`src/rtl/mandel_pixel_scheduler_if.sv`:
```
// Bundle between the pixel scheduler, its frame controller, the depth calculator and the pixel sink.
// With MANDEL_CYCLE_COUNT_EN defined the bundle also carries the frame_cycles counter.
interface mandel_pixel_scheduler_if #(
    parameter int WORD_LENGTH = 32
);
    logic                   frame_start;
    logic [WORD_LENGTH-1:0] re_origin;
    logic [WORD_LENGTH-1:0] im_origin;
    logic [WORD_LENGTH-1:0] step;
    logic [9:0]             max_iter_in;

    logic                   start;
    logic [9:0]             x;
    logic [8:0]             y;
    logic [WORD_LENGTH-1:0] re_c;
    logic [WORD_LENGTH-1:0] im_c;
    logic [9:0]             max_iter;
    logic                   calc_done;
    logic [9:0]             calc_depth;

    logic                   pix_valid;
    logic                   pix_ready;
    logic [9:0]             pix_x;
    logic [8:0]             pix_y;
    logic [9:0]             pix_depth;
    logic                   pix_eol;
    logic                   pix_sof;

    logic                   busy;
    logic                   frame_done;
`ifdef MANDEL_CYCLE_COUNT_EN
    logic [31:0]            frame_cycles;
`endif

    // Scheduler side
    modport master (
        input  frame_start, re_origin, im_origin, step, max_iter_in,
        input  calc_done, calc_depth, pix_ready,
        output start, x, y, re_c, im_c, max_iter,
        output pix_valid, pix_x, pix_y, pix_depth, pix_eol, pix_sof,
        output busy, frame_done
`ifdef MANDEL_CYCLE_COUNT_EN
        , output frame_cycles
`endif
    );

    // Environment side: frame controller, calculator and pixel sink
    modport slave (
        output frame_start, re_origin, im_origin, step, max_iter_in,
        output calc_done, calc_depth, pix_ready,
        input  start, x, y, re_c, im_c, max_iter,
        input  pix_valid, pix_x, pix_y, pix_depth, pix_eol, pix_sof,
        input  busy, frame_done
`ifdef MANDEL_CYCLE_COUNT_EN
        , input frame_cycles
`endif
    );
endinterface

```
`src/rtl/mandel_pixel_scheduler.sv`:
```
// Raster-order pixel sequencer feeding one Mandelbrot depth calculator and a valid/ready pixel stream.
// Optional MANDEL_CYCLE_COUNT_EN adds a saturating per-frame busy-cycle counter (frame_cycles).
module mandel_pixel_scheduler #(
    parameter int WORD_LENGTH = 32,
    parameter int FRAC        = 28,
    parameter int H_RES       = 640,
    parameter int V_RES       = 480
) (
    input  logic                     sysclk,
    input  logic                     reset,
    mandel_pixel_scheduler_if.master sched_bus
);

    localparam logic [9:0] X_LAST = 10'(H_RES - 1);
    localparam logic [8:0] Y_LAST = 9'(V_RES - 1);

    if (FRAC >= WORD_LENGTH || H_RES < 1 || H_RES > 1024 || V_RES < 1 || V_RES > 512) begin : g_bad_config
        $error("mandel_pixel_scheduler: unsupported FRAC/H_RES/V_RES combination");
    end

    typedef enum logic [2:0] {
        S_IDLE,
        S_ISSUE,
        S_WAIT,
        S_OUTPUT,
        S_ADVANCE
    } state_t;

    state_t                 r_state,      w_state_next;
    logic [9:0]             r_x,          w_x_next;
    logic [8:0]             r_y,          w_y_next;
    logic [WORD_LENGTH-1:0] r_re_c,       w_re_c_next;
    logic [WORD_LENGTH-1:0] r_im_c,       w_im_c_next;
    logic [WORD_LENGTH-1:0] r_re_origin,  w_re_origin_next;
    logic [WORD_LENGTH-1:0] r_step,       w_step_next;
    logic [9:0]             r_max_iter,   w_max_iter_next;
    logic                   r_pix_valid,  w_pix_valid_next;
    logic [9:0]             r_pix_x,      w_pix_x_next;
    logic [8:0]             r_pix_y,      w_pix_y_next;
    logic [9:0]             r_pix_depth,  w_pix_depth_next;
    logic                   r_pix_eol,    w_pix_eol_next;
    logic                   r_pix_sof,    w_pix_sof_next;
    logic                   r_busy,       w_busy_next;
    logic                   r_frame_done, w_frame_done_next;
    logic                   r_done_q;
    logic                   w_calc_rise;
    logic                   w_accept;

    // calc_done idles high, so only a fresh rising edge marks this pixel's result.
    assign w_calc_rise = sched_bus.calc_done & ~r_done_q;
    assign w_accept    = (r_state == S_IDLE) & sched_bus.frame_start;

    always_ff @(posedge sysclk or posedge reset) begin
        if (reset) begin
            r_state      <= S_IDLE;
            r_x          <= '0;
            r_y          <= '0;
            r_re_c       <= '0;
            r_im_c       <= '0;
            r_re_origin  <= '0;
            r_step       <= '0;
            r_max_iter   <= '0;
            r_pix_valid  <= 1'b0;
            r_pix_x      <= '0;
            r_pix_y      <= '0;
            r_pix_depth  <= '0;
            r_pix_eol    <= 1'b0;
            r_pix_sof    <= 1'b0;
            r_busy       <= 1'b0;
            r_frame_done <= 1'b0;
            r_done_q     <= 1'b0;
        end else begin
            r_state      <= w_state_next;
            r_x          <= w_x_next;
            r_y          <= w_y_next;
            r_re_c       <= w_re_c_next;
            r_im_c       <= w_im_c_next;
            r_re_origin  <= w_re_origin_next;
            r_step       <= w_step_next;
            r_max_iter   <= w_max_iter_next;
            r_pix_valid  <= w_pix_valid_next;
            r_pix_x      <= w_pix_x_next;
            r_pix_y      <= w_pix_y_next;
            r_pix_depth  <= w_pix_depth_next;
            r_pix_eol    <= w_pix_eol_next;
            r_pix_sof    <= w_pix_sof_next;
            r_busy       <= w_busy_next;
            r_frame_done <= w_frame_done_next;
            r_done_q     <= sched_bus.calc_done;
        end
    end

    always_comb begin
        w_state_next      = r_state;
        w_x_next          = r_x;
        w_y_next          = r_y;
        w_re_c_next       = r_re_c;
        w_im_c_next       = r_im_c;
        w_re_origin_next  = r_re_origin;
        w_step_next       = r_step;
        w_max_iter_next   = r_max_iter;
        w_pix_valid_next  = r_pix_valid;
        w_pix_x_next      = r_pix_x;
        w_pix_y_next      = r_pix_y;
        w_pix_depth_next  = r_pix_depth;
        w_pix_eol_next    = r_pix_eol;
        w_pix_sof_next    = r_pix_sof;
        w_busy_next       = r_busy;
        w_frame_done_next = 1'b0;

        case (r_state)
            S_IDLE: begin
                if (sched_bus.frame_start) begin
                    w_re_origin_next = sched_bus.re_origin;
                    w_step_next      = sched_bus.step;
                    w_max_iter_next  = sched_bus.max_iter_in;
                    w_x_next         = '0;
                    w_y_next         = '0;
                    w_re_c_next      = sched_bus.re_origin;
                    w_im_c_next      = sched_bus.im_origin;
                    w_busy_next      = 1'b1;
                    w_state_next     = S_ISSUE;
                end
            end

            S_ISSUE: begin
                w_state_next = S_WAIT;
            end

            S_WAIT: begin
                if (w_calc_rise) begin
                    w_pix_depth_next = sched_bus.calc_depth;
                    w_pix_x_next     = r_x;
                    w_pix_y_next     = r_y;
                    w_pix_eol_next   = (r_x == X_LAST);
                    w_pix_sof_next   = (r_x == '0) && (r_y == '0);
                    w_pix_valid_next = 1'b1;
                    w_state_next     = S_OUTPUT;
                end
            end

            S_OUTPUT: begin
                if (r_pix_valid && sched_bus.pix_ready) begin
                    w_pix_valid_next = 1'b0;
                    w_state_next     = S_ADVANCE;
                end
            end

            S_ADVANCE: begin
                // Coordinates move by pure add/sub; imaginary axis decreases going down the frame.
                if (r_x < X_LAST) begin
                    w_x_next     = r_x + 10'd1;
                    w_re_c_next  = r_re_c + r_step;
                    w_state_next = S_ISSUE;
                end else if (r_y < Y_LAST) begin
                    w_x_next     = '0;
                    w_y_next     = r_y + 9'd1;
                    w_re_c_next  = r_re_origin;
                    w_im_c_next  = r_im_c - r_step;
                    w_state_next = S_ISSUE;
                end else begin
                    w_busy_next       = 1'b0;
                    w_frame_done_next = 1'b1;
                    w_state_next      = S_IDLE;
                end
            end

            default: begin
                w_state_next = S_IDLE;
            end
        endcase
    end

`ifdef MANDEL_CYCLE_COUNT_EN
    logic [31:0] r_frame_cycles;
    logic [31:0] w_frame_cycles_next;

    always_comb begin
        w_frame_cycles_next = r_frame_cycles;
        if (w_accept) begin
            w_frame_cycles_next = '0;
        end else if (r_busy && (r_frame_cycles != 32'hFFFF_FFFF)) begin
            w_frame_cycles_next = r_frame_cycles + 32'd1;
        end
    end

    always_ff @(posedge sysclk or posedge reset) begin
        if (reset) begin
            r_frame_cycles <= '0;
        end else begin
            r_frame_cycles <= w_frame_cycles_next;
        end
    end

    assign sched_bus.frame_cycles = r_frame_cycles;
`else
    logic w_accept_unused;
    assign w_accept_unused = w_accept;
`endif

    assign sched_bus.start      = (r_state == S_ISSUE);
    assign sched_bus.x          = r_x;
    assign sched_bus.y          = r_y;
    assign sched_bus.re_c       = r_re_c;
    assign sched_bus.im_c       = r_im_c;
    assign sched_bus.max_iter   = r_max_iter;
    assign sched_bus.pix_valid  = r_pix_valid;
    assign sched_bus.pix_x      = r_pix_x;
    assign sched_bus.pix_y      = r_pix_y;
    assign sched_bus.pix_depth  = r_pix_depth;
    assign sched_bus.pix_eol    = r_pix_eol;
    assign sched_bus.pix_sof    = r_pix_sof;
    assign sched_bus.busy       = r_busy;
    assign sched_bus.frame_done = r_frame_done;

endmodule

```
`src/flat_wrapper.sv`:
```
// flat-port wrapper written by rule: the top's interface ports become plain ports
module mandel_pixel_scheduler_flat 
#(
    parameter int WORD_LENGTH = 32,
    parameter int FRAC        = 28,
    parameter int H_RES       = 640,
    parameter int V_RES       = 480
)
  (sysclk, reset, sched_bus_frame_start, sched_bus_re_origin, sched_bus_im_origin, sched_bus_step, sched_bus_max_iter_in, sched_bus_calc_done, sched_bus_calc_depth, sched_bus_pix_ready, sched_bus_start, sched_bus_x, sched_bus_y, sched_bus_re_c, sched_bus_im_c, sched_bus_max_iter, sched_bus_pix_valid, sched_bus_pix_x, sched_bus_pix_y, sched_bus_pix_depth, sched_bus_pix_eol, sched_bus_pix_sof, sched_bus_busy, sched_bus_frame_done);
  mandel_pixel_scheduler_if #(.WORD_LENGTH(WORD_LENGTH)) sched_bus_i ();
  input  logic sysclk;
  input  logic reset;
  input wire logic [$bits(sched_bus_i.frame_start)-1:0] sched_bus_frame_start;
  input wire logic [$bits(sched_bus_i.re_origin)-1:0] sched_bus_re_origin;
  input wire logic [$bits(sched_bus_i.im_origin)-1:0] sched_bus_im_origin;
  input wire logic [$bits(sched_bus_i.step)-1:0] sched_bus_step;
  input wire logic [$bits(sched_bus_i.max_iter_in)-1:0] sched_bus_max_iter_in;
  input wire logic [$bits(sched_bus_i.calc_done)-1:0] sched_bus_calc_done;
  input wire logic [$bits(sched_bus_i.calc_depth)-1:0] sched_bus_calc_depth;
  input wire logic [$bits(sched_bus_i.pix_ready)-1:0] sched_bus_pix_ready;
  output wire logic [$bits(sched_bus_i.start)-1:0] sched_bus_start;
  output wire logic [$bits(sched_bus_i.x)-1:0] sched_bus_x;
  output wire logic [$bits(sched_bus_i.y)-1:0] sched_bus_y;
  output wire logic [$bits(sched_bus_i.re_c)-1:0] sched_bus_re_c;
  output wire logic [$bits(sched_bus_i.im_c)-1:0] sched_bus_im_c;
  output wire logic [$bits(sched_bus_i.max_iter)-1:0] sched_bus_max_iter;
  output wire logic [$bits(sched_bus_i.pix_valid)-1:0] sched_bus_pix_valid;
  output wire logic [$bits(sched_bus_i.pix_x)-1:0] sched_bus_pix_x;
  output wire logic [$bits(sched_bus_i.pix_y)-1:0] sched_bus_pix_y;
  output wire logic [$bits(sched_bus_i.pix_depth)-1:0] sched_bus_pix_depth;
  output wire logic [$bits(sched_bus_i.pix_eol)-1:0] sched_bus_pix_eol;
  output wire logic [$bits(sched_bus_i.pix_sof)-1:0] sched_bus_pix_sof;
  output wire logic [$bits(sched_bus_i.busy)-1:0] sched_bus_busy;
  output wire logic [$bits(sched_bus_i.frame_done)-1:0] sched_bus_frame_done;
  assign sched_bus_i.frame_start = sched_bus_frame_start;
  assign sched_bus_i.re_origin = sched_bus_re_origin;
  assign sched_bus_i.im_origin = sched_bus_im_origin;
  assign sched_bus_i.step = sched_bus_step;
  assign sched_bus_i.max_iter_in = sched_bus_max_iter_in;
  assign sched_bus_i.calc_done = sched_bus_calc_done;
  assign sched_bus_i.calc_depth = sched_bus_calc_depth;
  assign sched_bus_i.pix_ready = sched_bus_pix_ready;
  assign sched_bus_start = sched_bus_i.start;
  assign sched_bus_x = sched_bus_i.x;
  assign sched_bus_y = sched_bus_i.y;
  assign sched_bus_re_c = sched_bus_i.re_c;
  assign sched_bus_im_c = sched_bus_i.im_c;
  assign sched_bus_max_iter = sched_bus_i.max_iter;
  assign sched_bus_pix_valid = sched_bus_i.pix_valid;
  assign sched_bus_pix_x = sched_bus_i.pix_x;
  assign sched_bus_pix_y = sched_bus_i.pix_y;
  assign sched_bus_pix_depth = sched_bus_i.pix_depth;
  assign sched_bus_pix_eol = sched_bus_i.pix_eol;
  assign sched_bus_pix_sof = sched_bus_i.pix_sof;
  assign sched_bus_busy = sched_bus_i.busy;
  assign sched_bus_frame_done = sched_bus_i.frame_done;
  mandel_pixel_scheduler #(.WORD_LENGTH(WORD_LENGTH), .FRAC(FRAC), .H_RES(H_RES), .V_RES(V_RES)) u_core (.sysclk(sysclk), .reset(reset), .sched_bus(sched_bus_i));
endmodule
```
`config.mk`:
```
export PLATFORM = sky130hd
export DESIGN_NAME = mandel_pixel_scheduler_flat
export DESIGN_NICKNAME = d
export VERILOG_FILES = /design/src/rtl/mandel_pixel_scheduler_if.sv /design/src/rtl/mandel_pixel_scheduler.sv /design/src/flat_wrapper.sv
export SDC_FILE = /design/constraint.sdc
export NUM_CORES = 1
export LEC_CHECK = 0
export CORE_MARGIN = 3
export CORE_UTILIZATION = 56
export CTS_CLUSTER_SIZE = 30
export DETAILED_ROUTE_END_ITERATION = 16
export GPL_TIMING_DRIVEN = 0
export PLACE_DENSITY = 0.9
export SLEW_MARGIN = 20
export SYNTH_ARGS = -nofsm -noshare
export SYNTH_HDL_FRONTEND = slang
export SYNTH_SLANG_ARGS = --single-unit
```
`constraint.sdc`:
```
create_clock -name sysclk -period 19.2 [get_ports sysclk]
set_clock_uncertainty 0.1 [all_clocks]
set_input_delay 3.84 -clock sysclk [delete_from_list [all_inputs] [get_ports sysclk]]
set_output_delay 3.84 -clock sysclk [all_outputs]
set_load 0.01 [all_outputs]
```
==> reports/metrics.cfg, run 1 <==
[synthesis]
netlist_instances = 1211
synthesis.nets = 1400
synth_flop_cell = dfrtp_1
async_flop_share_pct = 100
yosysUniqueCellTypes = 68
yosys_warnings = 0
avgSynthCellArea_um2 = 9.40
yosysSeqAreaShare_pct = 42.8
syn_area_um2 = 11400
ys_ff_latch = 195
synth_area_leaders = dfrtp_1 43%, ha_1 7.3%, mux2_2 7.0%
synth_edf_count = 0
yosys.area.top_type = dfrtp_1
synth_top_area_share_pct = 42.8

[floorplan]
placementRows = 51
ioPinCount = 249
die_y_um = 149
start_util_pct = 57.8
coreArea_um2 = 19700
dieArea_um2 = 22100
die_w_um = 149

[sta]
setup_viol = 0
fin_hold_ws_ns = 0.391
drv_slew = 0
worstMarginPinSlew_ns = 0.761
tns_ns = 0
slew_headroom_pct = 49.2
timing.fmax_mhz = 171
rsz0062_at_grt = no
final.period_utilization_pct = 30.5
hold_viol = 0
fin_crit_ns = 5.85

[detailed_routing]
drc = 0
drt_iter0_markers = 985
wl_per_cell_um = 20.7
postRouteAntennaNets = 0
vias = 10700
via_per_inst = 6.10
firstDrtPassIters = 5
routed_wl_mm = 36.4

[grt]
grt-ovfl-total = 0
grt.total_usage_pct = 32.9
antenna_found_initial = 2
grt_pass1_vias = 10600
grt_max_degree = 104
grt_pass1_wl_mm = 56.8

[worst_setup_path]
path_buf_inv = 2
crit_path_max_fanout = 10
cp_top_family = buffers and inverters
slowest_stage = clkdlybuf4s50_1
critPathKind = flop to output pin
max_stage_delay_ns = 0.57
endpoint_kind = output pin
cp_cell_sequence = clkbuf_1, nor3b_1, clkdlybuf4s50_1
crit_required_ns = 15.26
cp-start-kind = flop
cp_data_arrival_time_ns = 1.91

[cells_and_area]
fin_cells = 1757
num-nets-final = 1668
drive_above_1_share_pct = 8.79
area_growth_pct = 30.2
fill_cells = 1360
fin_util_pct = 75.2

[clock_network]
post_cts.repair.setup_buffers = 0
worstSkewPairLatency_ns = 0.45
ctsResizeCount = 0
htree_levels = 4
ctsLongestPathBuffers = 2
cts_buffers = 17
root_buffer = clkbuf_16
path_clk_slew_ns = 0.07
cts_tree = built
clock-sinks = 195
hold_buffers = 0

[placed_design]
gp_congestion = 0.969
hpwl_mm = 27.1
port_buffers = 248
dp.cells = 1725

[pwr]
internal-power_w = 0.00151
swShare_pct = 42.9
p_sw_w = 0.00113
vdd_drop_max_mv = 0.0922
p_leak_nw = 6.51
p_clk_share_pct = 14.1
seqPwrFrac_pct = 27.6
powerDensity_nw_per_um2 = 178
combPwrFrac_pct = 58.3

[run_status]
status = finished, final reports clean

[min_path]
hp-class = flop to flop

[job]
drv_cap = 0

-- final cells by class --
cell class / instances / area, um^2 / area share [%]
antenna: 2 / 5.00 / 0.0337
multi-input combinational: 908 / 6040 / 40.7
tap: 265 / 332 / 2.24
inverter: 51 / 199 / 1.34
clock buffer: 21 / 460 / 3.10
timing repair buffer: 249 / 2510 / 16.9
clock inverter: 9 / 129 / 0.869
buffer: 57 / 277 / 1.86
sequential: 195 / 4880 / 32.9
-- Yosys cell counts (all sizes together), types with 4 or more instances --
library cell	number
dfrtp	195
nand2	143
o21ai	135
nor2	88
a21oi	87
mux2	76
ha	66
inv	51
clkbuf	33
a21o	32
xor2	30
nand3	25
buf	24
xnor2	23
a31oi	21
o211ai	18
a211oi	14
and3	14
nand4	14
and2	10
nand2b	9
nor3	9
o21a	8
a221oi	6
o21bai	6
and4	5
nor2b	5
nor3b	5
o31ai	5
or3	5
a21boi	4
mux2i	4
-- kinds of logic after synthesis --
| kind of cell | synth area share [%] |
|---|---|
| multiplexers | 7.87 |
| buffers and inverters | 4.11 |
| adder cells (fa/ha/maj) | 7.60 |
| flip-flops | 42.8 |
| AND/OR/NAND/NOR | 13.6 |
| AO/OA/AOI/OAI | 19.9 |
| XOR/XNOR | 4.08 |
-- through the flow --
step | setup slack, ns | cell area (um^2) | total power [W]
after floorplan | 9.95 | 11400 | 0.00172
after global placement | 7.44 | 14200 | 0.00218
after detailed placement | 12.96 | 14200 | 0.00223
after CTS | 13.32 | 14800 | 0.00261
after global routing | 13.20 | 14800 | 0.00283
final | 13.35 | 14800 | 0.00264
-- state kept, by name (all words and copies together) (netlist names), 9 cells and up --
name	count
u_core.r_re_origin	32
u_core.r_step	32
u_core.sched_bus.im_c	32
u_core.sched_bus.re_c	32
u_core.sched_bus.max_iter	10
u_core.sched_bus.pix_depth	10
u_core.sched_bus.pix_x	10
u_core.sched_bus.x	10
u_core.sched_bus.pix_y	9
u_core.sched_bus.y	9
-- layer usage --
metal,vias up,part of all wire [%],global-route usage (%)
met1,5140,41,44.4
met3,97,9.8,8.44
met5,-,0,0
met4,0,4.1,13.5
met2,598,45,50.9
li1,4874,-,-
-- power by group through the flow --
stage          Sequential [W]  Clock [W]  Combinational [W]
2_1_floorplan        0.000722          0           0.000999
3_5_place_dp         0.000725          0            0.00150
3_3_place_gp         0.000718          0            0.00147
6_report             0.000729   0.000372            0.00154
5_1_grt              0.000744   0.000390            0.00170
4_1_cts              0.000721   0.000372            0.00152
-- path summary, 6_finish.rpt --
check | from | endpoint | slack, ns | cells past startpoint
setup / recovery | u_core.r_state[2] | sched_bus_start | 13.35 | 3
hold / removal | u_core.sched_bus.max_iter[6] | u_core.sched_bus.max_iter[6] | 0.39 | 1
setup reg to reg | u_core.sched_bus.x[0] | u_core.r_re_origin[30] | 15.63 | 12
hold reg to reg | u_core.sched_bus.max_iter[6] | u_core.sched_bus.max_iter[6] | 0.39 | 1
max in group asynchronous | reset | u_core.sched_bus.im_c[16] | 14.27 | 3
min in group asynchronous | reset | u_core.sched_bus.pix_depth[5] | 3.80 | 2
-- placed cells by master (no fill, tap or decap), drive strengths merged, types with 52 or more instances in the layout --
cell             n
clkdlybuf4s50  248
dfrtp          195
nand2          143
o21ai          135
nor2            88
a21oi           87
mux2            76
ha              66
clkbuf          54
inv             52
-- worst register-to-register path, stage by stage, from the launching register on --
cell and delay (ns):
dfrtp_1 0.47, ha_1 0.27, and3_4 0.21, and4_1 0.19, buf_2 0.16, o31ai_4 0.44, nor2_1 0.14, a21oi_2 0.27
nand2_1 0.11, buf_2 0.24, nor2_4 0.22, buf_4 0.28, mux2_2 0.36
Note: power is estimated with default switching activity, not from simulation.
==> run 2: changes to the inputs <==
--- a/config.mk
+++ b/config.mk
@@ -6,11 +6,11 @@
 export NUM_CORES = 1
 export LEC_CHECK = 0
 export CORE_MARGIN = 3
-export CORE_UTILIZATION = 56
+export CORE_UTILIZATION = 52
 export CTS_CLUSTER_SIZE = 30
 export DETAILED_ROUTE_END_ITERATION = 16
 export GPL_TIMING_DRIVEN = 0
-export PLACE_DENSITY = 0.9
+export PLACE_DENSITY = 0.85
 export SLEW_MARGIN = 20
 export SYNTH_ARGS = -nofsm -noshare
 export SYNTH_HDL_FRONTEND = slang
==> constraint.sdc (replaced) <==
create_clock -name sysclk -period 5.8 [get_ports sysclk]
set_clock_uncertainty 0.1 [all_clocks]
set_input_delay 1.16 -clock sysclk [delete_from_list [all_inputs] [get_ports sysclk]]
set_output_delay 1.16 -clock sysclk [all_outputs]
set_load 0.01 [all_outputs]
==> reports/metrics.cfg, run 2 (synthesis results as in run 1) <==
[run_status]
status = finished, final reports clean

[sta]
tns_ns = 0
setup_viol = 0
slew_headroom_pct = 49.3
fin_crit_ns = 3.59
final.period_utilization_pct = 61.9
timing.fmax_mhz = 278
drv_slew = 0
rsz0062_at_grt = no
worstMarginPinSlew_ns = 0.760
hold_viol = 0

[placed_design]
gp_congestion = 0.948
hpwl_mm = 27.9
place_area_um2 = 14300
port_buffers = 248
dp.cells = 1740

[clock_network]
post_cts.repair.setup_buffers = 0
cts_tree = built
cts_buffers = 17
clock-sinks = 195
htree_levels = 4
ctsLongestPathBuffers = 2
root_buffer = clkbuf_16
ctsResizeCount = 0
path_clk_slew_ns = 0.07
worstSkewPairLatency_ns = 0.44
hold_buffers = 0

[worst_setup_path]
cp_top_family = simple AND/OR/NAND/NOR gates
rr_endpoint = u_core.r_re_origin[30]
cp_cell_sequence = ha_1, and3_4, and4_1, buf_2, o31ai_4, nor2_1, a21oi_2, nand2_1, buf_2, nor2_4, buf_4, mux2_2
endpoint_kind = flop
cp-start-kind = flop
crit_required_ns = 6.02
crit_path_max_fanout = 10
rr_worst_depth = 12
cp_data_arrival_time_ns = 3.81
startpoint = u_core.sched_bus.x[0]
max_stage_delay_ns = 0.47
reg2reg_slack_ns = 2.21
critPathKind = flop to flop
r2r-start = u_core.sched_bus.x[0]
path_buf_inv = 3
cp_common_cell = buf_2
slowest_stage = dfrtp_1

[floorplan]
coreArea_um2 = 21300
dieArea_um2 = 23700
ioPinCount = 249
start_util_pct = 53.5
placementRows = 53
die_y_um = 154
die_w_um = 154

[cells_and_area]
multi_input_area_um2 = 6040
fin_cells = 1775
mostFrequentLayoutCells = 248 x clkdlybuf4s50_1, 195 x dfrtp_1, 143 x nand2_1
area_growth_pct = 30.7
fill_cells = 1593
drive_above_1_share_pct = 9.15
num-nets-final = 1673
postLayoutCellArea_um2 = 14900
layout.area.seq_um2 = 4880
mostFrequentLayoutCell = clkdlybuf4s50_1

[min_path]
hp-start = u_core.sched_bus.max_iter[6]
hp-class = flop to flop
min_to = u_core.sched_bus.max_iter[6]
hold_depth = 1

[pwr]
powerDensity_nw_per_um2 = 580
vdd_drop_max_mv = 0.273
p_leak_nw = 6.51

[detailed_routing]
via_per_inst = 5.98
drc = 0
routed_wl_mm = 36.8
firstDrtPassIters = 5
postRouteAntennaNets = 0
wl_per_cell_um = 20.8
drt_iter0_markers = 941
vias = 10600

[grt]
met1_usage_pct = 41.9
grt_busiest_layer = met2
grt-ovfl-total = 0
grt_use_met3_pct = 4.84
grt_pass1_vias = 10400
grt_max_degree = 35
grt.total_usage_pct = 30.3
antenna_found_initial = 3
gr-usage-met2_pct = 48.6
grt_pass1_wl_mm = 57.0

[job]
drv_cap = 0

## run 2: layout make-up
class	count	area share, %
clock buffers	21	3.03
diodes	3	0.0504
plain buffers	57	1.86
well taps	275	2.31
flip-flops and latches	195	32.8
inverters	51	1.31
clock inverters	11	0.546
repair buffers	254	17.5
multi-input cells	908	40.6
## run 2: how the worst max path moves through the flow
stage                     depth (start not counted)  slack (ns)                            end
after floorplan                                   1        2.02                u_core.r_done_q
after global placement                            2        0.47       u_core.sched_bus.im_c[7]
after detailed placement                          6        2.27  u_core.sched_bus.pix_depth[1]
after CTS                                        12        2.27         u_core.r_re_origin[30]
after global routing                             12        2.10         u_core.r_re_origin[30]
final                                            12        2.21         u_core.r_re_origin[30]
## run 2: worst register-to-register path, cell delays in order, from the launching register on
cell and delay [ns]:
dfrtp_1 0.47, ha_1 0.27, and3_4 0.21, and4_1 0.20, buf_2 0.17, o31ai_4 0.45
nor2_1 0.13, a21oi_2 0.23, nand2_1 0.11, buf_2 0.23, nor2_4 0.23, buf_4 0.28
mux2_2 0.39
## run 2: through the flow
step | hold slack, ns | worst slack (ns) | util (%) | power [W]
after floorplan | 0.375 | 2.02 | - | 0.00570
after global placement | 0.368 | 0.473 | 66.8 | 0.00724
after detailed placement | 0.378 | 2.27 | 67.4 | 0.00739
after CTS | 0.396 | 2.27 | 69.9 | 0.00855
after global routing | 0.424 | 2.10 | 69.9 | 0.00921
final | 0.390 | 2.21 | 69.9 | 0.00863
## run 2: report_power, final
| group | total [W] | internal, W | switching [W] |
|---|---|---|---|
| registers | 0.00241 | 0.00191 | 0.000499 |
| clock network | 0.00110 | 0.000561 | 0.000540 |
| logic | 0.00512 | 0.00239 | 0.00272 |
## run 2: per-layer routing
| metal | part of all wire (%) | vias to the layer above |
|---|---|---|
| met3 | 8.5 | 79 |
| met4 | 3.1 | 0 |
| met2 | 47 | 536 |
| li1 | - | 4882 |
| met1 | 41 | 5122 |
| met5 | 0 | - |
